**config.mk**
```make
export PLATFORM = sky130hd
export DESIGN_NAME = hazard_md_ctrl
export DESIGN_NICKNAME = d
export VERILOG_FILES = /design/src/rtl/hazard_md_ctrl.sv
export SDC_FILE = /design/constraint.sdc
export NUM_CORES = 1
export LEC_CHECK = 0
export ABC_AREA = 1
export BUFFER_PORTS_ARGS = -buffer_cell sky130_fd_sc_hd__buf_4
export CAP_MARGIN = 40
export CORE_UTILIZATION = 49
export CTS_CLUSTER_DIAMETER = 100
export CTS_CLUSTER_SIZE = 14
export DETAILED_ROUTE_END_ITERATION = 6
export PLACE_DENSITY = 0.8
export SETUP_SLACK_MARGIN = 0.02
export SKIP_CTS_REPAIR_TIMING = 1
export SYNTH_ARGS = -nofsm -noshare
export SYNTH_HDL_FRONTEND = slang
export SYNTH_SLANG_ARGS = --single-unit
```
**constraint.sdc**
```tcl
create_clock -name clk -period 4.5 [get_ports clk]
set_clock_uncertainty 0.1 [all_clocks]
set_input_delay 1.125 -clock clk [delete_from_list [all_inputs] [get_ports clk]]
set_output_delay 1.125 -clock clk [all_outputs]
set_load 0.005 [all_outputs]
```
**src/rtl/hazard_md_ctrl.sv**
```systemverilog
// Central stall/flush controller: Tuse/Tnew RAW hazard detection against the
// ID/EX and EX/MEM producers, mult/div busy sequencing and a stall counter.
module hazard_md_ctrl #(
    parameter int MULT_CYCLES = 5,
    parameter int DIV_CYCLES  = 10,
    parameter int CNT_W       = 4
) (
    input  logic        clk,
    input  logic        reset,
    input  logic [4:0]  rs_d,
    input  logic [4:0]  rt_d,
    input  logic        rs_read_d,
    input  logic        rt_read_d,
    input  logic [1:0]  rs_tuse_d,
    input  logic [1:0]  rt_tuse_d,
    input  logic [4:0]  a3_e,
    input  logic [1:0]  tnew_e,
    input  logic [4:0]  a3_m,
    input  logic [1:0]  tnew_m,
    input  logic        md_use_d,
    input  logic        md_start_e,
    input  logic        md_is_div_e,
    output logic        stall_f,
    output logic        stall_d,
    output logic        flush_e,
    output logic        md_busy,
    output logic [31:0] stall_count
);

    localparam logic [CNT_W-1:0] MULT_LOAD = CNT_W'(MULT_CYCLES);
    localparam logic [CNT_W-1:0] DIV_LOAD  = CNT_W'(DIV_CYCLES);

    logic [CNT_W-1:0] md_count;
    logic             stall_rs;
    logic             stall_rt;
    logic             stall_md;
    logic             stall;
    logic             md_load;

    assign md_busy = (md_count != '0);

    // NOTE: every output of an always_comb gets a default first so no path leaves it unassigned (no latch).
    always_comb begin
        stall_rs = 1'b0;
        stall_rt = 1'b0;
        if (rs_read_d && rs_d != 5'd0) begin
            if ((rs_d == a3_e && rs_tuse_d < tnew_e) || (rs_d == a3_m && rs_tuse_d < tnew_m))
                stall_rs = 1'b1;
        end
        if (rt_read_d && rt_d != 5'd0) begin
            if ((rt_d == a3_e && rt_tuse_d < tnew_e) || (rt_d == a3_m && rt_tuse_d < tnew_m))
                stall_rt = 1'b1;
        end
    end

    assign stall_md = md_use_d && (md_busy || md_start_e);
    assign stall    = !reset && (stall_rs || stall_rt || stall_md);
    assign stall_f  = stall;
    assign stall_d  = stall;
    assign flush_e  = stall;

    // A start is accepted when idle or on the final busy cycle, giving back-to-back ops no gap.
    assign md_load = md_start_e && (md_count <= CNT_W'(1));

    // NOTE: sequential state uses non-blocking assignments so all registers update from pre-edge values.
    always_ff @(posedge clk) begin
        if (reset) begin
            md_count <= '0;
        end else if (md_load) begin
            md_count <= md_is_div_e ? DIV_LOAD : MULT_LOAD;
        end else if (md_count != '0) begin
            md_count <= md_count - CNT_W'(1);
        end
    end

    always_ff @(posedge clk) begin
        if (reset) begin
            stall_count <= '0;
        end else if (stall && stall_count != 32'hFFFF_FFFF) begin
            stall_count <= stall_count + 32'd1;
        end
    end

endmodule

```
Yosys cells after proc, flatten, opt, wreduce, memory -nomap -nowiden
Index checks and enable logic that the tools add are counted.

Register bits: 36. Input bits: 35. Output and inout port bits: 36. Word-level logic and storage cells: 41.

$add $sub $neg: 2. Magnitude comparators: 5. Equal/unequal tests: 5. Mux-type cells: 7. Reduce and logical (&&, ||, !) cells: 20.

Operators by type and width (number): $add 32x1->32 const B (1); $ne 32x32->1 const B (1); $eq 5x5->1 (4); $mux 4 (3); $logic_and 1x1->1 (10); $reduce_bool 5->1 (2); $lt 2x2->1 (4); $logic_or 1x1->1 (5); $le 4x1->1 const B (1); $mux 1 (4); $reduce_bool 4->1 (1); $sub 4x1->4 const B (1); $reduce_bool 2->1 (1); $logic_not 1->1 (1).

Logic depth before layout (Yosys ltp)
Gate-level depths: netlist of run 1.

Depth in word-level cells: 9. Depth in mapped cells: 15. Gate-level depth less buffers: 14.

Worst setup path after synthesis of run 1
Ideal clock, no wire load.

Kind: input to output. From: in tnew_e[1]. To: out stall_d. Arrival time: 2.289 ns. Data required time: 3.275 ns. Setup slack: 0.986 ns. Cell stages on the path: 12. Cell sequence: inv_1 ha_1 a21boi_0 nor2_1 nand3_1 nand2_1 nand2_1 nand3_1 buf_4 nand2_1 inv_1 buf_4.

Longest elaborated chain between the ends: 8.

Ends and longest elaborated chain: start: declaration (line 17) `input logic [1:0] tnew_e,`; $lt 2x2->1 (on tied branches) (line 47, 51); $logic_and 1x1->1 (on tied branches) (line 47, 51); $logic_or 1x1->1 (on tied branches) (line 47, 51); $mux 1 (on tied branches) (line 47, 51); $mux 1 (on tied branches) (line 46, 50); $logic_or 1x1->1 (*) (2 in a row) (line 57) `assign stall = !reset && (stall_rs || stall_rt || stall_md);`; $logic_and 1x1->1 (*) (line 57); end: declaration (line 24) `output logic stall_d,`.

Mark *: on every way between the ends. The rest lies on a longest branch, timed or not.

Worst setup path after layout of run 1
From: in rs_tuse_d[1]. To: out flush_e.

Longest elaborated chain between the ends: 8.

Ends and longest elaborated chain: start: declaration (line 14) `input logic [1:0] rs_tuse_d,`; $lt 2x2->1 (line 47) `if ((rs_d == a3_e && rs_tuse_d < tnew_e) || (rs_d == a3_m && rs_tuse_d < tnew_m))`; $logic_and 1x1->1 (line 47); $logic_or 1x1->1 (*) (line 47); $mux 1 (*) (line 47); $mux 1 (*) (line 46) `if (rs_read_d && rs_d != 5'd0) begin`; $logic_or 1x1->1 (*) (2 in a row) (line 57); $logic_and 1x1->1 (*) (line 57); end: declaration (line 25) `output logic flush_e,`.

Marks and branches as above.

==> impl_metrics.ini, run 1 <==
[clock_network]
insertion_delay_ps = 290
cts_tree = built
path_clk_slew_ps = 80
clock-sinks = 36
clk_path_buf_depth = 2
cts.htree.levels = 2
numCtsBuffers = 5
root_buffer = clkbuf_8

[synthesis]
seq_area_frac_synth_pct = 25.8
synth_cells = 480
syn_nets = 523
ys_top_cells_by_area = dfxtp_1 (26%), nand2_1 (19%), inv_1 (11%)
synth_area_mm2 = 0.00279
synth_edf_count = 0
yosys.area.top_type = dfxtp_1
yosysWarnings = 0
synth_top_area_share_pct = 25.8
avgSynthCellArea_um2 = 5.82
synthDistinctLibCells = 32
synth_flop_cell = dfxtp_1
synth_seq_cells = 36
synthArstFlopShare_pct = 0

[floorplan]
die_area_mm2 = 0.00600
core_region_area_mm2 = 0.00551
io_pins = 71
initial_core_util_pct = 50.7
die_y_um = 77.5
num_rows = 27
die_x_um = 77.5

[sta]
whs_ps = 374
worst_pin_slew_ps = 551
fmax_mhz = 280
slew_headroom_pct = 63.2
period_minus_slack_ps = 3570
slew_violations = 0
hold_viol = 0
min_period_over_period_pct = 79.2
setup_viol = 0
rsz0062_at_grt = no
finalSetupTns_ps = 0

[pwr]
power_density_mw_per_mm2 = 260
irDropWorstVdd_mv = 0.188
p_leak_uw = 0.00176

[grt]
antenna_found_initial = 0
grt_pass1_wl_um = 12100
grt.total_usage_pct = 24.6
grt_max_degree = 58
first_global_vias = 2827
globalRoute.totalOverflow = 0

[route]
via_per_inst = 5.02
drc = 0
totalWireLength_um = 7010
vias = 3110
drtPass1Iterations = 5
ant_nets = 0
wl_per_cell_um = 11.3
drtIter0Drc = 188

[finish]
finalNetCount = 589
final_common_cell = nand2_1
nFillCells = 542
final_cell_mix = nand2_1 (145), inv_1 (79), buf_4 (71)
n_antenna_cell = 0
area_growth_pct = 24.0
drive_gt1_share_pct = 19.4

[setup_path]
crit_top_cell = nand2_1
startpoint_type = input port
crit_chain = buf_4, ha_1, a21boi_0, nor2_1, nand3_1, nand2_1, nand2_1, nand3_2, nand2_1, inv_1, buf_4
crit_buf_inv = 3
slowest_delay_ps = 290
critPathSlowestCell = ha_1
crit_path_end_kind = output port
path_delay_family = simple AND/OR/NAND/NOR gates
crit_fanout = 4
cp.required_ps = 3270
crit_arrival_ps = 2340
crit_type = in -> out

[run_status]
status = complete, no violations

[hold_path]
min-delay-path-class = reg -> reg

[placement]
port_buffers = 70
dp_hpwl_um = 5350
routabilityCongestion = 0.875

[run]
cap_violations = 0
## Yosys cell counts, types with 2 or more instances
cell,n
a21oi_1,16
buf_2,4
buf_4,4
clkbuf_1,2
clkinv_1,3
dfxtp_1,36
ha_1,8
inv_1,79
inv_2,6
nand2_1,145
nand2_2,4
nand3_1,38
nand3_2,7
nand3b_1,3
nand4_1,14
nor2_1,67
nor2_2,3
nor2_4,3
nor3_1,8
o21ai_0,10
o21bai_1,2
xnor2_1,4
xor2_1,5
## power breakdown
group	switching (µW)	internal (µW)	total, µW
clock	132	167	299
combinational	145	104	249
sequential	16.2	337	353
total	293	607	901
## layout make-up
type,count,area (µm²),area share (%)
Inverter,88,330,9.54
Clock buffer,5,68.8,1.99
Tap cell,72,90.1,2.60
Multi-Input combinational cell,344,1670,48.3
Timing Repair Buffer,71,533,15.4
Sequential cell,36,721,20.8
Clock inverter,3,46.3,1.34
## tightest hold or removal path: stages, from the launching register on
cell and delay (ps):
dfxtp_1 330, inv_1 50, a21oi_1 50
## logic make-up after synthesis
logic type / after synthesis / synth area share [%]
DFF: 36 / 25.8
AOI/OAI and AO/OA: 30 / 5.69
xor gates and xnor gates: 9 / 2.82
and+or+nand+nor: 297 / 47.6
buffers and inverters: 100 / 14.4
adders and majority gates: 8 / 3.59
## sequential cells by signal, indices dropped and copies added (netlist names)
name,count
stall_count,32
md_count,4
## metal layers
metal  up-vias  share of wire, %  GRT usage, %
met5         -                 0             0
met4         0               1.7          8.30
met3        16               5.7          4.24
met2        98                49          44.7
met1      1385                44          29.0
li1       1611                 -             -
## path summary, 6_finish.rpt
kind                            cells after the start                   startpoint  slack, ps                            to
worst min register to register                      2  stall_count[5]$_SDFFE_PP0P_        370   stall_count[5]$_SDFFE_PP0P_
worst max register to register                      8  stall_count[0]$_SDFFE_PP0P_       2270  stall_count[15]$_SDFFE_PP0P_
worst min-delay path                                2  stall_count[5]$_SDFFE_PP0P_        370   stall_count[5]$_SDFFE_PP0P_
worst max-delay path                               11                 rs_tuse_d[1]        930                       flush_e
## metrics by stage
| step | util (%) | instance area, µm² | instances | power [µW] | worst slack, ps |
|---|---|---|---|---|---|
| 3_3_place_gp | 60.8 | 3350 | 611 | 601 | 980 |
| 5_1_grt | 62.9 | 3460 | 619 | 954 | 808 |
| 4_1_cts | 62.9 | 3460 | 619 | 904 | 921 |
| 3_5_place_dp | 60.8 | 3350 | 611 | 608 | 934 |
| 2_1_floorplan | - | 2790 | 480 | 531 | 986 |
| 6_report | 62.9 | 3460 | 619 | 901 | 934 |
No activity file was read; power rests on OpenSTA's default activity.
==> run 2: changes to the inputs <==
Settings changed: ABC_AREA 1 to 0, PLACE_DENSITY 0.8 to 0.81.
Clock period 4.5 ns to 3.6 ns, I/O delays scaled along.
==> run 2 against run 1 <==
Die area fell by 14%. Critical endpoint is now stall_d. Hold slack gained 25 ps. Largest power group unchanged. First-iteration DRC count fell by 9.0%.
==> impl_metrics.ini, run 2 <==
[run_status]
status = complete, no violations

[route]
wl_per_cell_um = 14.3
drtPass1Iterations = 5
vias = 2465
via_per_inst = 5.76
drtIter0Drc = 171
ant_nets = 0
totalWireLength_um = 6110
drc = 0

[clock_network]
insertion_delay_ps = 300
cts.htree.levels = 2
path_clk_slew_ps = 80
numCtsBuffers = 5
clk_path_buf_depth = 2
clock-sinks = 36
root_buffer = clkbuf_8
cts_tree = built

[synthesis]
synthDistinctLibCells = 37
synth_edf_count = 0
yosys.area.top_type = dfxtp_1
synth_top_area_share_pct = 30.1
ys_top_cells_by_area = dfxtp_1 (30%), or4_1 (6.9%), a21oi_1 (6.3%)
avgSynthCellArea_um2 = 8.04
synth.top_cells.by_count = dfxtp_1 (36), a21oi_1 (30), or4_1 (22), nor2_1 (21), o31ai_1 (19)
synth_cells = 298
synth_most_common_cell = dfxtp_1
synth_seq_cells = 36
yosysWarnings = 0
synthArstFlopShare_pct = 0
syn_nets = 341
synth_flop_cell = dfxtp_1
seq_area_frac_synth_pct = 30.1
synth_area_mm2 = 0.00239

[grt]
antenna_found_initial = 0
gr-usage-met3_pct = 5.69
gr-max-usage-layer = met2
grt_pass1_wl_um = 10300
grt.total_usage_pct = 25.0
grt_max_degree = 45
globalRoute.totalOverflow = 0
use_met2_pct = 39.9
met1_usage_pct = 31.2
first_global_vias = 2302

[pwr]
irDropWorstVdd_mv = 0.165
power_density_mw_per_mm2 = 357
p_leak_uw = 0.00114

[hold_path]
min-delay-path-class = reg -> reg

[finish]
top_register = stall_count
final_common_cell = buf_4
largest_reg_flops = 32
final_cell_mix = buf_4 (76), dfxtp_1 (36), a21oi_1 (29)
drive_gt1_share_pct = 26.3
n_antenna_cell = 0
nFillCells = 407
finalNetCount = 403
area_growth_pct = 26.8
seqCellArea_um2 = 721
layout.cells.non_filler = 428
reg_top3 = stall_count x32, md_count x4
multi_input_area_mm2 = 0.00153

[floorplan]
core_region_area_mm2 = 0.00472
num_rows = 25
initial_core_util_pct = 50.7
io_pins = 71
die_y_um = 71.9
die_x_um = 71.9
die_area_mm2 = 0.00517

[sta]
min_period_over_period_pct = 96.3
worst_pin_slew_ps = 900
slew_headroom_pct = 39.6
slew_violations = 0
finalSetupTns_ps = 0
period_minus_slack_ps = 3470
setup_viol = 0
fin_ws_ps = 132
fmax_mhz = 288
hold_viol = 0
rsz0062_at_grt = no

[placement]
routabilityCongestion = 0.817
dp_cells = 420
dp_slack_ps = 97.0
dp_hpwl_um = 4490
port_buffers = 70

[setup_path]
cp.required_ps = 2600
critPathCapture = stall_d
rrSetupSlack_ps = 880
crit_type = in -> out
crit_arrival_ps = 2470
crit_start = rs_tuse_d[1]
regToRegStartpoint = stall_count[3]$_SDFFE_PP0P_
r2r_end = stall_count[16]$_SDFFE_PP0P_
crit_path_end_kind = output port
startpoint_type = input port
ff2ff_path_depth = 8
crit_fanout = 3

[run]
cap_violations = 0
run 2: cell types whose count changed after synthesis, sizes merged, moves of 14 or more:
cell and change:
nor2 -52, nand3 -31, or4 +22, o31ai +19, a21oi +14, inv -77, nand2 -134
run 2: layout make-up:
class                           instances  share of cell area (%)
Tap cell                               67                    2.76
Clock inverter                          2                   0.494
Clock buffer                            6                    2.72
Sequential cell                        36                    23.7
Timing Repair Buffer                   76                    18.8
Multi-Input combinational cell        233                    50.5
Inverter                                8                   0.989
run 2: critical path, stage by stage:
cell	delay [ps]
buf_4	110
ha_1	300
a2111oi_2	330
nand4_1	160
a21oi_2	210
nor3_4	70
nor2_1	220
buf_4	170
run 2: cells by family (layout without fill, tap and decap cells):
family / count (synthesis) / in the layout / share of synthesized area, %
and+or+nand+nor: 127 / 127 / 30.0
xor gates and xnor gates: 21 / 21 / 7.68
buffers and inverters: 29 / 92 / 6.27
DFF: 36 / 36 / 30.1
AOI/OAI and AO/OA: 69 / 69 / 18.0
muxes: 8 / 8 / 3.76
adders and majority gates: 8 / 8 / 4.18
run 2: power breakdown:
group	switching, µW	internal (µW)	leakage, µW	total, µW
registers	27.6	422	0.000291	449
logic	178	140	0.000802	318
clock network	161	155	0.0000434	316
run 2: metal layers:
| metal | vias to the layer above | wire length (µm) |
|---|---|---|
| li1 | 1240 | - |
| met1 | 1135 | 2840 |
| met2 | 76 | 2820 |
| met3 | 14 | 256 |
| met4 | 0 | 193 |
| met5 | - | 0 |
run 2: through the flow:
stage,power (µW),utilization (%),hold slack [ps],area [µm²]
CTS,1090,64.2,401,3030
detailed placement,775,62.1,387,2940
global placement,766,62.1,381,2940
finish,1080,64.3,399,3040
global route,1150,64.3,446,3040
floorplan,685,-,376,2390
run 2: worst min path at each step:
stage	start	endpoint	slack, ps	cells after the start
global route	stall_count[31]$_SDFFE_PP0P_	stall_count[31]$_SDFFE_PP0P_	450	2
detailed placement	stall_count[31]$_SDFFE_PP0P_	stall_count[31]$_SDFFE_PP0P_	390	2
global placement	stall_count[31]$_SDFFE_PP0P_	stall_count[31]$_SDFFE_PP0P_	380	2
CTS	stall_count[31]$_SDFFE_PP0P_	stall_count[31]$_SDFFE_PP0P_	400	2
finish	stall_count[31]$_SDFFE_PP0P_	stall_count[31]$_SDFFE_PP0P_	400	2
floorplan	stall_count[31]$_SDFFE_PP0P_	stall_count[31]$_SDFFE_PP0P_	380	2
==> run 3: changes to the inputs <==
Settings changed: GPL_TIMING_DRIVEN set to 0.
==> run 3 against run 2 <==
Global-route usage is 1.9 points higher. Register-to-register slack improved by 50 ps. Critical path type unchanged. Highest routed layer unchanged. Power is 12% higher. Sequential share of layout area decreased by 1.5 points. Combinational power increased by 27%. Routed wire length grew 14%. Non-clock buffer count rose by 19. Via count increased by 10%. Critical path depth grew 3.
==> impl_metrics.ini, run 3 (same netlist as run 2, synthesis figures left out) <==
[setup_path]
crit_fanout = 6
cp.required_ps = 2600
r2r_end = stall_count[13]$_SDFFE_PP0P_
ff2ff_path_depth = 8
rrSetupSlack_ps = 930
crit_path_end_kind = output port
crit_start = tnew_e[1]
crit_arrival_ps = 2550
critPathCapture = stall_f
crit_type = in -> out
startpoint_type = input port
regToRegStartpoint = stall_count[2]$_SDFFE_PP0P_

[grt]
globalRoute.totalOverflow = 0
grt.total_usage_pct = 26.9
gr-max-usage-layer = met2
use_met2_pct = 43.1
grt_max_degree = 12
antenna_found_initial = 0
first_global_vias = 2428
gr-usage-met3_pct = 6.39
grt_pass1_wl_um = 10900
met1_usage_pct = 34.6

[sta]
min_period_over_period_pct = 98.7
finalSetupTns_ps = 0
slew_headroom_pct = 61.9
rsz0062_at_grt = yes
setup_viol = 0
hold_viol = 0
slew_violations = 0
fmax_mhz = 282
period_minus_slack_ps = 3550
worst_pin_slew_ps = 571

[finish]
finalNetCount = 422
n_antenna_cell = 0
final_common_cell = buf_4
area_growth_pct = 35.3
largest_reg_flops = 32
layout.cells.non_filler = 447
nFillCells = 400
top_register = stall_count
drive_gt1_share_pct = 27.9
reg_top3 = stall_count x32, md_count x4
final_cell_mix = buf_4 (70), dfxtp_1 (36), a21oi_1 (29)

[run]
cap_violations = 0

[route]
ant_nets = 0
via_per_inst = 6.07
totalWireLength_um = 6980
drc = 0
drtPass1Iterations = 6
wl_per_cell_um = 15.6
vias = 2712
drtIter0Drc = 254

[clock_network]
clock-sinks = 36
cts.htree.levels = 2
numCtsBuffers = 5
clk_path_buf_depth = 2
root_buffer = clkbuf_8
cts_tree = built
insertion_delay_ps = 300
path_clk_slew_ps = 70

[floorplan]
io_pins = 71
die_x_um = 71.9
die_y_um = 71.9
initial_core_util_pct = 50.7
die_area_mm2 = 0.00517
core_region_area_mm2 = 0.00472
num_rows = 25

[hold_path]
min-delay-path-class = reg -> reg

[placement]
dp_hpwl_um = 4920
dp_cells = 434
routabilityCongestion = 0.851
port_buffers = 69

[run_status]
status = complete, no violations

[pwr]
power.total_uw = 1210
power_density_mw_per_mm2 = 374
p_leak_uw = 0.00121
irDropWorstVdd_mv = 0.221
## run 3: changes by cell type in the layout (fill, tap and decap cells not counted), sizes merged
cell / previous run / this run
clkinv: 0 / 1
clkinvlp: 2 / 0
bufinv: 0 / 1
clkbuf: 6 / 19
buf: 76 / 82
## run 3: worst min path at each step
stage | startpoint | end | cells after the start | slack [ps]
2_1_floorplan | stall_count[31]$_SDFFE_PP0P_ | stall_count[31]$_SDFFE_PP0P_ | 2 | 380
3_3_place_gp | stall_count[30]$_SDFFE_PP0P_ | stall_count[30]$_SDFFE_PP0P_ | 2 | 380
3_5_place_dp | stall_count[30]$_SDFFE_PP0P_ | stall_count[30]$_SDFFE_PP0P_ | 2 | 390
4_1_cts | stall_count[30]$_SDFFE_PP0P_ | stall_count[30]$_SDFFE_PP0P_ | 2 | 400
5_1_grt | stall_count[30]$_SDFFE_PP0P_ | stall_count[30]$_SDFFE_PP0P_ | 2 | 410
6_report | stall_count[30]$_SDFFE_PP0P_ | stall_count[30]$_SDFFE_PP0P_ | 2 | 400
## run 3: final cells by class
type / instances / area [µm²] / share of cell area [%]
clock inverter: 2 / 35.0 / 1.08
inverter: 8 / 32.5 / 1.00
timing repair buffer: 75 / 576 / 17.8
buffer: 20 / 128 / 3.94
clock buffer: 6 / 72.6 / 2.24
multi-input combinational: 233 / 1590 / 49.1
tap: 67 / 83.8 / 2.59
sequential: 36 / 721 / 22.2
## run 3: metrics by stage
step           utilization (%)  hold WS, ps  worst slack (ps)  instance area (µm²)
4_1_cts                   65.7          396              -293                 3100
6_report                  68.6          397              48.5                 3240
2_1_floorplan                -          376               130                 2390
5_1_grt                   68.6          412             -60.2                 3240
3_3_place_gp              63.4          383              -235                 3000
3_5_place_dp              63.4          386              -306                 3000
## run 3: critical path, stage by stage
cell and delay (ps):
buf_4 110, inv_1 100, ha_4 210, a2111oi_4 290, nand4_1 160, a21oi_2 240, nor3_4 80, buf_8 140
nor2_4 130, buf_6 110, buf_6 80
## run 3: metal layers
| metal | routed length (µm) | up-vias |
|---|---|---|
| met2 | 3370 | 155 |
| met3 | 563 | 21 |
| met5 | 0 | - |
| met4 | 151 | 0 |
| met1 | 2900 | 1251 |
| li1 | - | 1285 |
## run 3: where the power goes
part / switching (µW) / internal, µW / leakage, µW
logic: 209 / 194 / 0.000865
registers: 29.4 / 422 / 0.000291
clock network: 151 / 206 / 0.0000552
